`src/rtl/fwd_scoreboard_pkg.sv`:
```
// Shared types, forwarding select encodings and the latency clamp helper
// for the forwarding / hazard scoreboard.
package fwd_pkg;

  typedef logic [1:0] fw_sel_t;

  localparam fw_sel_t FW_RF = 2'b00;  // operand comes from the register file
  localparam fw_sel_t FW_WB = 2'b01;  // operand comes from the MEM/WB result
  localparam fw_sel_t FW_EX = 2'b10;  // operand comes from the EX/MEM result

  // Clamp a requested multi-cycle latency to the deepest the counters allow.
  function automatic logic [31:0] sat_lat(input logic [31:0] lat,
                                          input logic [31:0] max_lat);
    return (lat > max_lat) ? max_lat : lat;
  endfunction

endpackage

```
`src/rtl/fwd_scoreboard_if.sv`:
```
// Bundle of pipeline-side signals seen by the forwarding scoreboard.
// There is no valid/ready handshake here: IFID_Valid_i qualifies the ID-stage
// fields only; every other field is a level sampled each cycle, and the
// scoreboard never back-pressures except through Stall_o.
interface fwd_scoreboard_if #(
  parameter int NREG    = 32,
  parameter int NSRC    = 2,
  parameter int MAX_LAT = 7
);
  import fwd_pkg::*;

  localparam int RW = $clog2(NREG);
  localparam int CW = $clog2(MAX_LAT + 1);

  logic                 IFID_Valid_i;
  logic [NSRC*RW-1:0]   IFID_Src_i;
  logic [RW-1:0]        IFID_RegRd_i;
  logic                 IFID_RegWr_i;
  logic                 IFID_Long_i;
  logic [CW-1:0]        IFID_Lat_i;
  logic [NSRC*RW-1:0]   IDEX_Src_i;
  logic [RW-1:0]        IDEX_RegRd_i;
  logic                 IDEX_MemRd_i;
  logic [RW-1:0]        EXMEM_RegRd_i;
  logic                 EXMEM_RegWr_i;
  logic [RW-1:0]        MEMWB_RegRd_i;
  logic                 MEMWB_RegWr_i;
  logic [2*NSRC-1:0]    Fw_o;
  logic                 Stall_o;
  logic [NREG-1:0]      Busy_o;
  logic [15:0]          StallCnt_o;

  // Pipeline side: drives stage fields, consumes selects and stall.
  modport master (
    output IFID_Valid_i, IFID_Src_i, IFID_RegRd_i, IFID_RegWr_i, IFID_Long_i,
           IFID_Lat_i, IDEX_Src_i, IDEX_RegRd_i, IDEX_MemRd_i, EXMEM_RegRd_i,
           EXMEM_RegWr_i, MEMWB_RegRd_i, MEMWB_RegWr_i,
    input  Fw_o, Stall_o, Busy_o, StallCnt_o
  );

  // Scoreboard side.
  modport slave (
    input  IFID_Valid_i, IFID_Src_i, IFID_RegRd_i, IFID_RegWr_i, IFID_Long_i,
           IFID_Lat_i, IDEX_Src_i, IDEX_RegRd_i, IDEX_MemRd_i, EXMEM_RegRd_i,
           EXMEM_RegWr_i, MEMWB_RegRd_i, MEMWB_RegWr_i,
    output Fw_o, Stall_o, Busy_o, StallCnt_o
  );

endinterface

```
`src/rtl/fwd_scoreboard_sb_entry.sv`:
```
// One scoreboard slot: a countdown of cycles until a multi-cycle result for
// this register is written back. Busy while the count is nonzero.
module fwd_sb_entry
  import fwd_pkg::*;
#(
  parameter int CW = 3
) (
  input  logic          clk_i,
  input  logic          rst_i,
  input  logic          load,
  input  logic [CW-1:0] load_val,
  output logic          busy
);

  logic [CW-1:0] cnt_q, cnt_d;

  // Next count: a new issue overrides any countdown in progress.
  always_comb begin
    cnt_d = cnt_q;
    if (load) begin
      cnt_d = load_val;
    end else if (cnt_q != '0) begin
      cnt_d = cnt_q - CW'(1);
    end
  end

  // Counter register, cleared asynchronously.
  always_ff @(posedge clk_i or negedge rst_i) begin
    if (!rst_i) begin
      cnt_q <= '0;
    end else begin
      cnt_q <= cnt_d;
    end
  end

  assign busy = (cnt_q != '0);

endmodule

```
`src/rtl/fwd_scoreboard.sv`:
```
// Operand forwarding selects, load-use detection and a per-register
// countdown scoreboard for multi-cycle ops, producing the ID-stage stall.
module fwd_scoreboard
  import fwd_pkg::*;
#(
  parameter int NREG    = 32,
  parameter int NSRC    = 2,
  parameter int MAX_LAT = 7
) (
  input  logic             clk_i,
  input  logic             rst_i,
  fwd_scoreboard_if.slave  bus
);

  localparam int RW = $clog2(NREG);
  localparam int CW = $clog2(MAX_LAT + 1);

  logic [NREG-1:0]   busy;
  logic [2*NSRC-1:0] fw;
  logic              load_use;
  logic              raw_haz;
  logic              waw_haz;
  logic              stall;
  logic              issue;
  logic [CW-1:0]     lat_sat;
  logic [15:0]       stall_cnt_q, stall_cnt_d;

  // Forwarding select per EX source; EX/MEM wins over MEM/WB, r0 never forwards.
  always_comb begin
    fw = '0;
    for (int k = 0; k < NSRC; k++) begin
      if (bus.EXMEM_RegWr_i && (bus.EXMEM_RegRd_i != '0) &&
          (bus.IDEX_Src_i[k*RW +: RW] == bus.EXMEM_RegRd_i)) begin
        fw[2*k +: 2] = FW_EX;
      end else if (bus.MEMWB_RegWr_i && (bus.MEMWB_RegRd_i != '0) &&
                   (bus.IDEX_Src_i[k*RW +: RW] == bus.MEMWB_RegRd_i)) begin
        fw[2*k +: 2] = FW_WB;
      end else begin
        fw[2*k +: 2] = FW_RF;
      end
    end
  end

  // Hazard detection for the instruction sitting in ID.
  always_comb begin
    load_use = 1'b0;
    raw_haz  = 1'b0;
    for (int k = 0; k < NSRC; k++) begin
      if (bus.IDEX_MemRd_i && (bus.IDEX_RegRd_i != '0) &&
          (bus.IFID_Src_i[k*RW +: RW] == bus.IDEX_RegRd_i)) begin
        load_use = 1'b1;
      end
      if ((bus.IFID_Src_i[k*RW +: RW] != '0) && busy[bus.IFID_Src_i[k*RW +: RW]]) begin
        raw_haz = 1'b1;
      end
    end
    waw_haz = bus.IFID_RegWr_i && busy[bus.IFID_RegRd_i];
    stall   = bus.IFID_Valid_i && (load_use || raw_haz || waw_haz);
  end

  // A multi-cycle op claims its destination only when it actually leaves ID.
  assign issue = bus.IFID_Valid_i && bus.IFID_Long_i && bus.IFID_RegWr_i &&
                 (bus.IFID_RegRd_i != '0) && (bus.IFID_Lat_i != '0) && !stall;

  assign lat_sat = CW'(sat_lat(32'(bus.IFID_Lat_i), 32'(MAX_LAT)));

  // Register 0 is hard-wired zero and can never be outstanding.
  assign busy[0] = 1'b0;

  for (genvar r = 1; r < NREG; r++) begin : g_entry
    fwd_sb_entry #(.CW(CW)) u_entry (
      .clk_i    (clk_i),
      .rst_i    (rst_i),
      .load     (issue && (bus.IFID_RegRd_i == RW'(r))),
      .load_val (lat_sat),
      .busy     (busy[r])
    );
  end

  // Stall-cycle count, saturating rather than wrapping.
  always_comb begin
    stall_cnt_d = stall_cnt_q;
    if (stall && (stall_cnt_q != 16'hFFFF)) begin
      stall_cnt_d = stall_cnt_q + 16'd1;
    end
  end

  // Stall counter register.
  always_ff @(posedge clk_i or negedge rst_i) begin
    if (!rst_i) begin
      stall_cnt_q <= '0;
    end else begin
      stall_cnt_q <= stall_cnt_d;
    end
  end

  assign bus.Fw_o       = fw;
  assign bus.Stall_o    = stall;
  assign bus.Busy_o     = busy;
  assign bus.StallCnt_o = stall_cnt_q;

endmodule
```
`src/flat_wrapper.sv`:
```
// flat-port wrapper written by rule: the top's interface ports become plain ports
module fwd_scoreboard_flat import fwd_pkg::*;
#(
  parameter int NREG    = 32,
  parameter int NSRC    = 2,
  parameter int MAX_LAT = 7
)
  (clk_i, rst_i, bus_IFID_Valid_i, bus_IFID_Src_i, bus_IFID_RegRd_i, bus_IFID_RegWr_i, bus_IFID_Long_i, bus_IFID_Lat_i, bus_IDEX_Src_i, bus_IDEX_RegRd_i, bus_IDEX_MemRd_i, bus_EXMEM_RegRd_i, bus_EXMEM_RegWr_i, bus_MEMWB_RegRd_i, bus_MEMWB_RegWr_i, bus_Fw_o, bus_Stall_o, bus_Busy_o, bus_StallCnt_o);
  fwd_scoreboard_if #(.NREG(NREG), .NSRC(NSRC), .MAX_LAT(MAX_LAT)) bus_i ();
  input  logic clk_i;
  input  logic rst_i;
  input wire logic [$bits(bus_i.IFID_Valid_i)-1:0] bus_IFID_Valid_i;
  input wire logic [$bits(bus_i.IFID_Src_i)-1:0] bus_IFID_Src_i;
  input wire logic [$bits(bus_i.IFID_RegRd_i)-1:0] bus_IFID_RegRd_i;
  input wire logic [$bits(bus_i.IFID_RegWr_i)-1:0] bus_IFID_RegWr_i;
  input wire logic [$bits(bus_i.IFID_Long_i)-1:0] bus_IFID_Long_i;
  input wire logic [$bits(bus_i.IFID_Lat_i)-1:0] bus_IFID_Lat_i;
  input wire logic [$bits(bus_i.IDEX_Src_i)-1:0] bus_IDEX_Src_i;
  input wire logic [$bits(bus_i.IDEX_RegRd_i)-1:0] bus_IDEX_RegRd_i;
  input wire logic [$bits(bus_i.IDEX_MemRd_i)-1:0] bus_IDEX_MemRd_i;
  input wire logic [$bits(bus_i.EXMEM_RegRd_i)-1:0] bus_EXMEM_RegRd_i;
  input wire logic [$bits(bus_i.EXMEM_RegWr_i)-1:0] bus_EXMEM_RegWr_i;
  input wire logic [$bits(bus_i.MEMWB_RegRd_i)-1:0] bus_MEMWB_RegRd_i;
  input wire logic [$bits(bus_i.MEMWB_RegWr_i)-1:0] bus_MEMWB_RegWr_i;
  output wire logic [$bits(bus_i.Fw_o)-1:0] bus_Fw_o;
  output wire logic [$bits(bus_i.Stall_o)-1:0] bus_Stall_o;
  output wire logic [$bits(bus_i.Busy_o)-1:0] bus_Busy_o;
  output wire logic [$bits(bus_i.StallCnt_o)-1:0] bus_StallCnt_o;
  assign bus_i.IFID_Valid_i = bus_IFID_Valid_i;
  assign bus_i.IFID_Src_i = bus_IFID_Src_i;
  assign bus_i.IFID_RegRd_i = bus_IFID_RegRd_i;
  assign bus_i.IFID_RegWr_i = bus_IFID_RegWr_i;
  assign bus_i.IFID_Long_i = bus_IFID_Long_i;
  assign bus_i.IFID_Lat_i = bus_IFID_Lat_i;
  assign bus_i.IDEX_Src_i = bus_IDEX_Src_i;
  assign bus_i.IDEX_RegRd_i = bus_IDEX_RegRd_i;
  assign bus_i.IDEX_MemRd_i = bus_IDEX_MemRd_i;
  assign bus_i.EXMEM_RegRd_i = bus_EXMEM_RegRd_i;
  assign bus_i.EXMEM_RegWr_i = bus_EXMEM_RegWr_i;
  assign bus_i.MEMWB_RegRd_i = bus_MEMWB_RegRd_i;
  assign bus_i.MEMWB_RegWr_i = bus_MEMWB_RegWr_i;
  assign bus_Fw_o = bus_i.Fw_o;
  assign bus_Stall_o = bus_i.Stall_o;
  assign bus_Busy_o = bus_i.Busy_o;
  assign bus_StallCnt_o = bus_i.StallCnt_o;
  fwd_scoreboard #(.NREG(NREG), .NSRC(NSRC), .MAX_LAT(MAX_LAT)) u_core (.clk_i(clk_i), .rst_i(rst_i), .bus(bus_i));
endmodule
```
`config.mk`:
```
export PLATFORM = sky130hd
export DESIGN_NAME = fwd_scoreboard_flat
export DESIGN_NICKNAME = d
export VERILOG_FILES = /design/src/rtl/fwd_scoreboard_pkg.sv /design/src/rtl/fwd_scoreboard_if.sv /design/src/rtl/fwd_scoreboard_sb_entry.sv /design/src/rtl/fwd_scoreboard.sv /design/src/flat_wrapper.sv
export SDC_FILE = /design/constraint.sdc
export NUM_CORES = 1
export LEC_CHECK = 0
export CELL_PAD_IN_SITES_DETAIL_PLACEMENT = 1
export CELL_PAD_IN_SITES_GLOBAL_PLACEMENT = 2
export CORE_UTILIZATION = 37
export CTS_BUF_LIST = sky130_fd_sc_hd__clkbuf_8
export DETAILED_ROUTE_END_ITERATION = 7
export MAX_ROUTING_LAYER = met4
export PLACE_DENSITY = 0.85
export REMOVE_ABC_BUFFERS = 1
export SLEW_MARGIN = 10
export SYNTH_ARGS = -nofsm -noshare
export SYNTH_HDL_FRONTEND = slang
export SYNTH_SLANG_ARGS = --single-unit
```
`constraint.sdc`:
```
create_clock -name clk_i -period 5.5 [get_ports clk_i]
set_input_delay 1.375 -clock clk_i [delete_from_list [all_inputs] [get_ports clk_i]]
set_output_delay 1.375 -clock clk_i [all_outputs]
set_load 0.01 [all_outputs]
```
==> results of run 1 <==
## metrics by stage
step	area, µm²	cells	setup WS [ns]
3_3_place_gp	9510	1181	0.0798
4_1_cts	9730	1197	0.0271
5_1_grt	9760	1197	0.00337
2_1_floorplan	7870	766	1.00
6_report	9760	1197	0.142
3_5_place_dp	9510	1181	0.0122
## worst max path at each step
stage,cells after the start,endpoint,slack (ns)
2_1_floorplan,6,bus_Stall_o,1.00
3_3_place_gp,9,bus_Stall_o,0.08
3_5_place_dp,9,bus_Stall_o,0.01
4_1_cts,9,bus_Stall_o,0.03
5_1_grt,10,bus_Stall_o,0.003
6_report,10,bus_Stall_o,0.14
## routing by layer
layer	vias up	wire, µm
met5	-	0
met4	0	379
met3	25	1020
met2	135	11400
met1	3263	10600
li1	3022	-
## cell families after synthesis
kind of cell | share of synthesized area [%]
muxes | 16.6
and+or+nand+nor | 16.8
other | 0.0445
adders and majority gates | 9.34
xor gates and xnor gates | 7.89
buffers and inverters | 10.2
DFF | 32.3
AOI/OAI and AO/OA | 6.79
## critical path, cell delays in order
cell and delay (ns):
clkdlybuf4s50_1 0.52, buf_12 0.17, mux4_2 0.51, nor2_1 0.13, nor4_1 0.08, nor4_2 0.28
buf_4 0.16, nand2_2 0.09, and2_1 0.18, clkdlybuf4s50_1 0.47
## what timing repair did
action                     in CTS  in global routing
resized for setup               1                  8
pin swaps                       0                  1
gates cloned                    0                  0
setup endpoints to repair       1                  1
## sequential cells by signal, summed over array words and instances (netlist names)
register and cells:
u_core.g_entry.u_entry.cnt_q 93, u_core.bus.StallCnt_o 16
## where the power goes
part           internal [mW]  switching, mW  total, mW
clock network          0.189          0.346      0.535
registers               1.20          0.209       1.41
logic                   1.39           1.31       2.70
total                   2.78           1.87       4.64
## placed cells by master (no fill, tap or decap), types with 23 or more instances in the layout
| cell | instances |
|---|---|
| a21oi_1 | 46 |
| buf_4 | 33 |
| clkdlybuf4s50_1 | 96 |
| dfrtp_1 | 109 |
| ha_1 | 63 |
| inv_1 | 78 |
| mux2_2 | 37 |
| mux2i_1 | 27 |
| nand2b_1 | 31 |
| nor2_1 | 57 |
| o21ai_0 | 36 |
| xnor2_1 | 53 |
| xor2_1 | 23 |
## area by class of cell
| cell class | instances | area, µm² | share of cell area, % |
|---|---|---|---|
| clock buffer | 9 | 124 | 1.27 |
| timing repair buffer | 135 | 1290 | 13.2 |
| inverter | 78 | 293 | 3.00 |
| multi-input combinational | 579 | 4880 | 50.0 |
| sequential | 109 | 2730 | 27.9 |
| tap | 280 | 350 | 3.59 |
| clock inverter | 7 | 93.8 | 0.962 |
==> results.json, run 1 <==
{
  "nets": 1026,
  "yosysTopAreaCell": "dfrtp_1",
  "cts_made_buffers": 9,
  "gr-usage-met1_pct": 27.5,
  "fp.dieW_um": 153,
  "hold_buffers": 0,
  "crit_required_ns": 4.12,
  "finalSetupTns_ns": 0,
  "ys_top_cells_by_area": "dfrtp_1 32%, ha_1 9.3%, xnor2_1 5.5%",
  "yosysWarningCount": 0,
  "met3_usage_pct": 3.32,
  "grt_pass1_wl_um": 38200,
  "max_freq_ghz": 0.187,
  "cp_data_arrival_time_ns": 3.98,
  "gp_congestion": 0.893,
  "drtPass1Iterations": 4,
  "outcome": "finished, final reports clean",
  "critPathKind": "input port to output pin",
  "power_density_mw_per_mm2": 476,
  "ant_nets": 0,
  "io-pin-count": 104,
  "synth_edf_count": 0,
  "slew_headroom_pct": 46.4,
  "globalRouteOverflowTotal": 0,
  "num_vias": 6445,
  "synth.avg_cell_area_um2": 9.80,
  "synth_common_cells": "109 x dfrtp_1, 78 x inv_1, 63 x ha_1",
  "fin_hold_ws_ns": 0.498,
  "ys_seq_area_share_pct": 32.3,
  "grtUsageTotal_pct": 21.7,
  "initial_utilization_pct": 38.2,
  "cp_max_fo": 17,
  "core_area_mm2": 0.0221,
  "worstSetupStartpointType": "input port",
  "final_layout_size_suffix_gt1_share_pct": 16.7,
  "grt_max_degree": 58,
  "maxCapViolCount": 0,
  "fin_util_pct": 44.2,
  "rsz0062_at_grt": "false",
  "cts_tree": "built",
  "synth.most_common_cell": "dfrtp_1",
  "final.period_utilization_pct": 97.4,
  "die-area_mm2": 0.0234,
  "routed_via_density": 5.38,
  "power_leakage_nw": 4.21,
  "r2r-end": "u_core.g_entry[20].u_entry.cnt_q[1]$_DFFE_PN0P_",
  "yosys.cell_types.count": 58,
  "die_h_um": 153,
  "synthFlopType": "dfrtp_1",
  "clock-root-buffer": "clkbuf_8",
  "period_minus_slack_ns": 5.36,
  "r2r_slack_ns": 1.75,
  "power.total_mw": 4.64,
  "port_buffers": 102,
  "critPathCaptureType": "output pin",
  "num_antenna_cells": 0,
  "hp-class": "flip-flop to flip-flop",
  "fin_skew_ns": 0.0223,
  "wire_per_inst_um": 19.6,
  "hold_violations": 0,
  "syn2layout_area_growth_pct": 15.7,
  "holdCritStartpoint": "u_core.bus.StallCnt_o[10]$_DFFE_PN0P_",
  "async_reset_ff_share_pct": 100,
  "insertion_delay_ns": 0.41,
  "postCtsSetupRepairBufs": 0,
  "clk_pin_slew_ns": 0.14,
  "setup_viol": 0,
  "clock_sinks": 109,
  "hold_path_depth": 1,
  "rows": 54,
  "ir_drop_uv": 195,
  "r2r_start": "u_core.g_entry[15].u_entry.cnt_q[0]$_DFFE_PN0P_",
  "crit_path_start": "bus_IFID_RegRd_i[0]",
  "clockBufferDepth": 2,
  "drc": 0,
  "antenna_found_initial": 0,
  "top_usage_layer": "met2",
  "drv_slew": 0,
  "n_fill_cell": 2488,
  "synth_area_mm2": 0.00844,
  "place_hpwl_um": 17400,
  "synthCells": 861,
  "grt_pass1_vias": 6894,
  "netlist.area_leader.share_pct": 32.3,
  "routed_wl_um": 23400,
  "ys_ff_latch": 109,
  "holdPathEnd": "u_core.bus.StallCnt_o[10]$_DFFE_PN0P_",
  "grtUsageMet2_pct": 36.2,
  "reg2reg_depth": 12,
  "htreeDepth": 3,
  "drt_iter0_drc": 266,
  "tightestPinTransition_ns": 0.804
}
Power figures use the tool's default switching activity.
==> inputs of run 2 (changes only) <==
--- a/config.mk
+++ b/config.mk
@@ -5,9 +5,9 @@
 export SDC_FILE = /design/constraint.sdc
 export NUM_CORES = 1
 export LEC_CHECK = 0
-export CELL_PAD_IN_SITES_DETAIL_PLACEMENT = 1
-export CELL_PAD_IN_SITES_GLOBAL_PLACEMENT = 2
-export CORE_UTILIZATION = 37
+export CELL_PAD_IN_SITES_DETAIL_PLACEMENT = 0
+export CELL_PAD_IN_SITES_GLOBAL_PLACEMENT = 1
+export CORE_UTILIZATION = 45
 export CTS_BUF_LIST = sky130_fd_sc_hd__clkbuf_8
 export DETAILED_ROUTE_END_ITERATION = 7
 export MAX_ROUTING_LAYER = met4
==> constraint.sdc (replaced) <==
create_clock -name clk_i -period 5.28 [get_ports clk_i]
set_input_delay 1.32 -clock clk_i [delete_from_list [all_inputs] [get_ports clk_i]]
set_output_delay 1.32 -clock clk_i [all_outputs]
set_load 0.01 [all_outputs]
==> results.json, run 2 (synthesis gave the netlist of run 1 again) <==
{
  "clockBufferDepth": 2,
  "power_leakage_nw": 4.18,
  "critPathMaxStageDelay_ns": 0.61,
  "holdPathEnd": "u_core.bus.StallCnt_o[10]$_DFFE_PN0P_",
  "power.total_mw": 4.78,
  "drtPass1Iterations": 8,
  "ir_drop_uv": 268,
  "grt_max_degree": 78,
  "hold_buffers": 0,
  "maxCapViolCount": 0,
  "switchingPower_mw": 1.82,
  "fin_hold_ws_ns": 0.489,
  "clock-root-buffer": "clkbuf_8",
  "insertion_delay_ns": 0.41,
  "nets": 1025,
  "syn2layout_area_growth_pct": 14.8,
  "grt_pass1_vias": 6074,
  "drc": 2,
  "crit_required_ns": 3.96,
  "rsz0062_at_grt": "false",
  "multiInputGateArea_mm2": 0.00487,
  "htreeDepth": 3,
  "drt_iter0_drc": 343,
  "critPathCaptureType": "output pin",
  "worstSetupStartpointType": "input port",
  "fp.dieW_um": 139,
  "clock_sinks": 109,
  "initial_utilization_pct": 46.5,
  "cts_tree": "built",
  "r2r-end": "u_core.g_entry[23].u_entry.cnt_q[0]$_DFFE_PN0P_",
  "clk_pin_slew_ns": 0.12,
  "io-pin-count": 104,
  "setup_viol": 0,
  "hp-class": "flip-flop to flip-flop",
  "cts_made_buffers": 9,
  "period_minus_slack_ns": 4.97,
  "n_fill_cell": 1658,
  "layout_common_cells": "109 x dfrtp_1, 100 x clkdlybuf4s50_1, 78 x inv_1",
  "hold_violations": 0,
  "postCtsSetupRepairBufs": 0,
  "r2r_start": "u_core.g_entry[24].u_entry.cnt_q[0]$_DFFE_PN0P_",
  "outcome": "complete, but fails checks",
  "critPathKind": "input port to output pin",
  "seq_area_mm2": 0.00273,
  "top_register": "u_core.g_entry.u_entry.cnt_q",
  "fin_skew_ns": 0.0219,
  "power_density_mw_per_mm2": 494,
  "p_int_mw": 2.96,
  "ant_nets": 0,
  "num_vias": 6291,
  "port_buffers": 102,
  "final.period_utilization_pct": 94.1,
  "die-area_mm2": 0.0193,
  "path_buf_inv": 2,
  "place_hpwl_um": 14900,
  "grt_pass1_wl_um": 33300,
  "drv_slew": 0,
  "cp_data_arrival_time_ns": 3.65,
  "grtUsageTotal_pct": 22.8,
  "reg2reg_depth": 11,
  "hold_path_depth": 1,
  "gp_congestion": 0.915,
  "cp_max_fo": 7,
  "die_h_um": 139,
  "routed_via_density": 5.49,
  "path_delay_family": "simple AND/OR/NAND/NOR gates",
  "core_area_mm2": 0.0181,
  "final_common_cell": "dfrtp_1",
  "cp_cell_sequence": "clkdlybuf4s50_1 > or4bb_1 > o211ai_1 > a32o_1 > nor4_1 > nor4_2 > nand2_2 > and2_1 > dlymetal6s2s_1",
  "largest_reg_flops": 93,
  "globalRouteOverflowTotal": 0,
  "slew_headroom_pct": 31.9,
  "slowest_stage": "clkdlybuf4s50_1",
  "violations": "design-rule violations",
  "antenna_found_initial": 1,
  "combPwrFrac_pct": 57.2,
  "clock_power_share_pct": 12.4,
  "p_sw_share_pct": 38.0,
  "pwr-share-seq_pct": 30.4,
  "routed_wl_um": 20700,
  "holdCritStartpoint": "u_core.bus.StallCnt_o[10]$_DFFE_PN0P_",
  "wire_per_inst_um": 18.0,
  "rows": 49,
  "tightestPinTransition_ns": 1.02,
  "r2r_slack_ns": 1.63,
  "max_freq_ghz": 0.201,
  "final_layout_size_suffix_gt1_share_pct": 16.4,
  "finalSetupTns_ns": 0
}
-- run 2: cell count changes in the layout (fill, tap and decap cells not counted), moves of 2 or more --
cell,previous run,this run
bufinv_16,0,2
clkdlybuf4s50_1,96,100
clkinv_8,3,0
dlymetal6s2s_1,4,1
inv_8,4,2
nor4bb_1,2,4
nor4bb_2,2,0
-- run 2: power by group through the flow --
| stage | Sequential, mW | Combinational [mW] | Clock [mW] |
|---|---|---|---|
| after floorplan | 1.44 | 1.98 | 0 |
| after global placement | 1.46 | 2.66 | 0 |
| after detailed placement | 1.47 | 2.74 | 0 |
| after CTS | 1.45 | 2.75 | 0.608 |
| after global routing | 1.51 | 3.06 | 0.638 |
| final | 1.46 | 2.73 | 0.592 |
-- run 2: through the flow --
stage	util (%)	instance area, µm²	setup WS (ns)	instances
2_1_floorplan	-	7870	0.890	766
3_3_place_gp	52.0	9440	0.0612	1129
3_5_place_dp	52.0	9440	0.0567	1129
4_1_cts	53.3	9670	0.0329	1145
5_1_grt	53.4	9680	0.244	1146
6_report	53.4	9680	0.311	1146
-- run 2: area by class of cell --
type	count	area share, %
Antenna cell	1	0.0258
Clock buffer	9	1.28
Clock inverter	7	1.07
Inverter	78	3.02
Multi-Input combinational cell	579	50.3
Sequential cell	109	28.2
Tap cell	229	2.96
Timing Repair Buffer	134	13.2
-- run 2: what timing repair did --
| action | in CTS | in global routing |
|---|---|---|
| endpoints found under the setup margin | 0 | 1 |
| resized for setup | 0 | 2 |
| hold endpoints to repair | 0 | 0 |
-- run 2: layer usage --
layer	global-route usage (%)	vias to the layer above	share of wire (%)
li1	-	3015	-
met1	30.2	3051	46
met2	35.4	187	46
met3	4.80	38	6.0
met4	5.96	0	1.7
met5	-	-	0
-- run 2: worst max-delay path by stage --
stage / from / to / slack [ns] / depth (start not counted)
finish: bus_IFID_RegRd_i[3] / bus_Stall_o / 0.31 / 9
floorplan: bus_IFID_Src_i[5] / bus_Stall_o / 0.89 / 6
global route: bus_IFID_Src_i[5] / bus_Stall_o / 0.24 / 9
global placement: bus_IFID_Src_i[0] / bus_Stall_o / 0.06 / 9
detailed placement: bus_IFID_Src_i[0] / bus_Stall_o / 0.06 / 9
CTS: bus_IFID_Src_i[5] / bus_Stall_o / 0.03 / 9
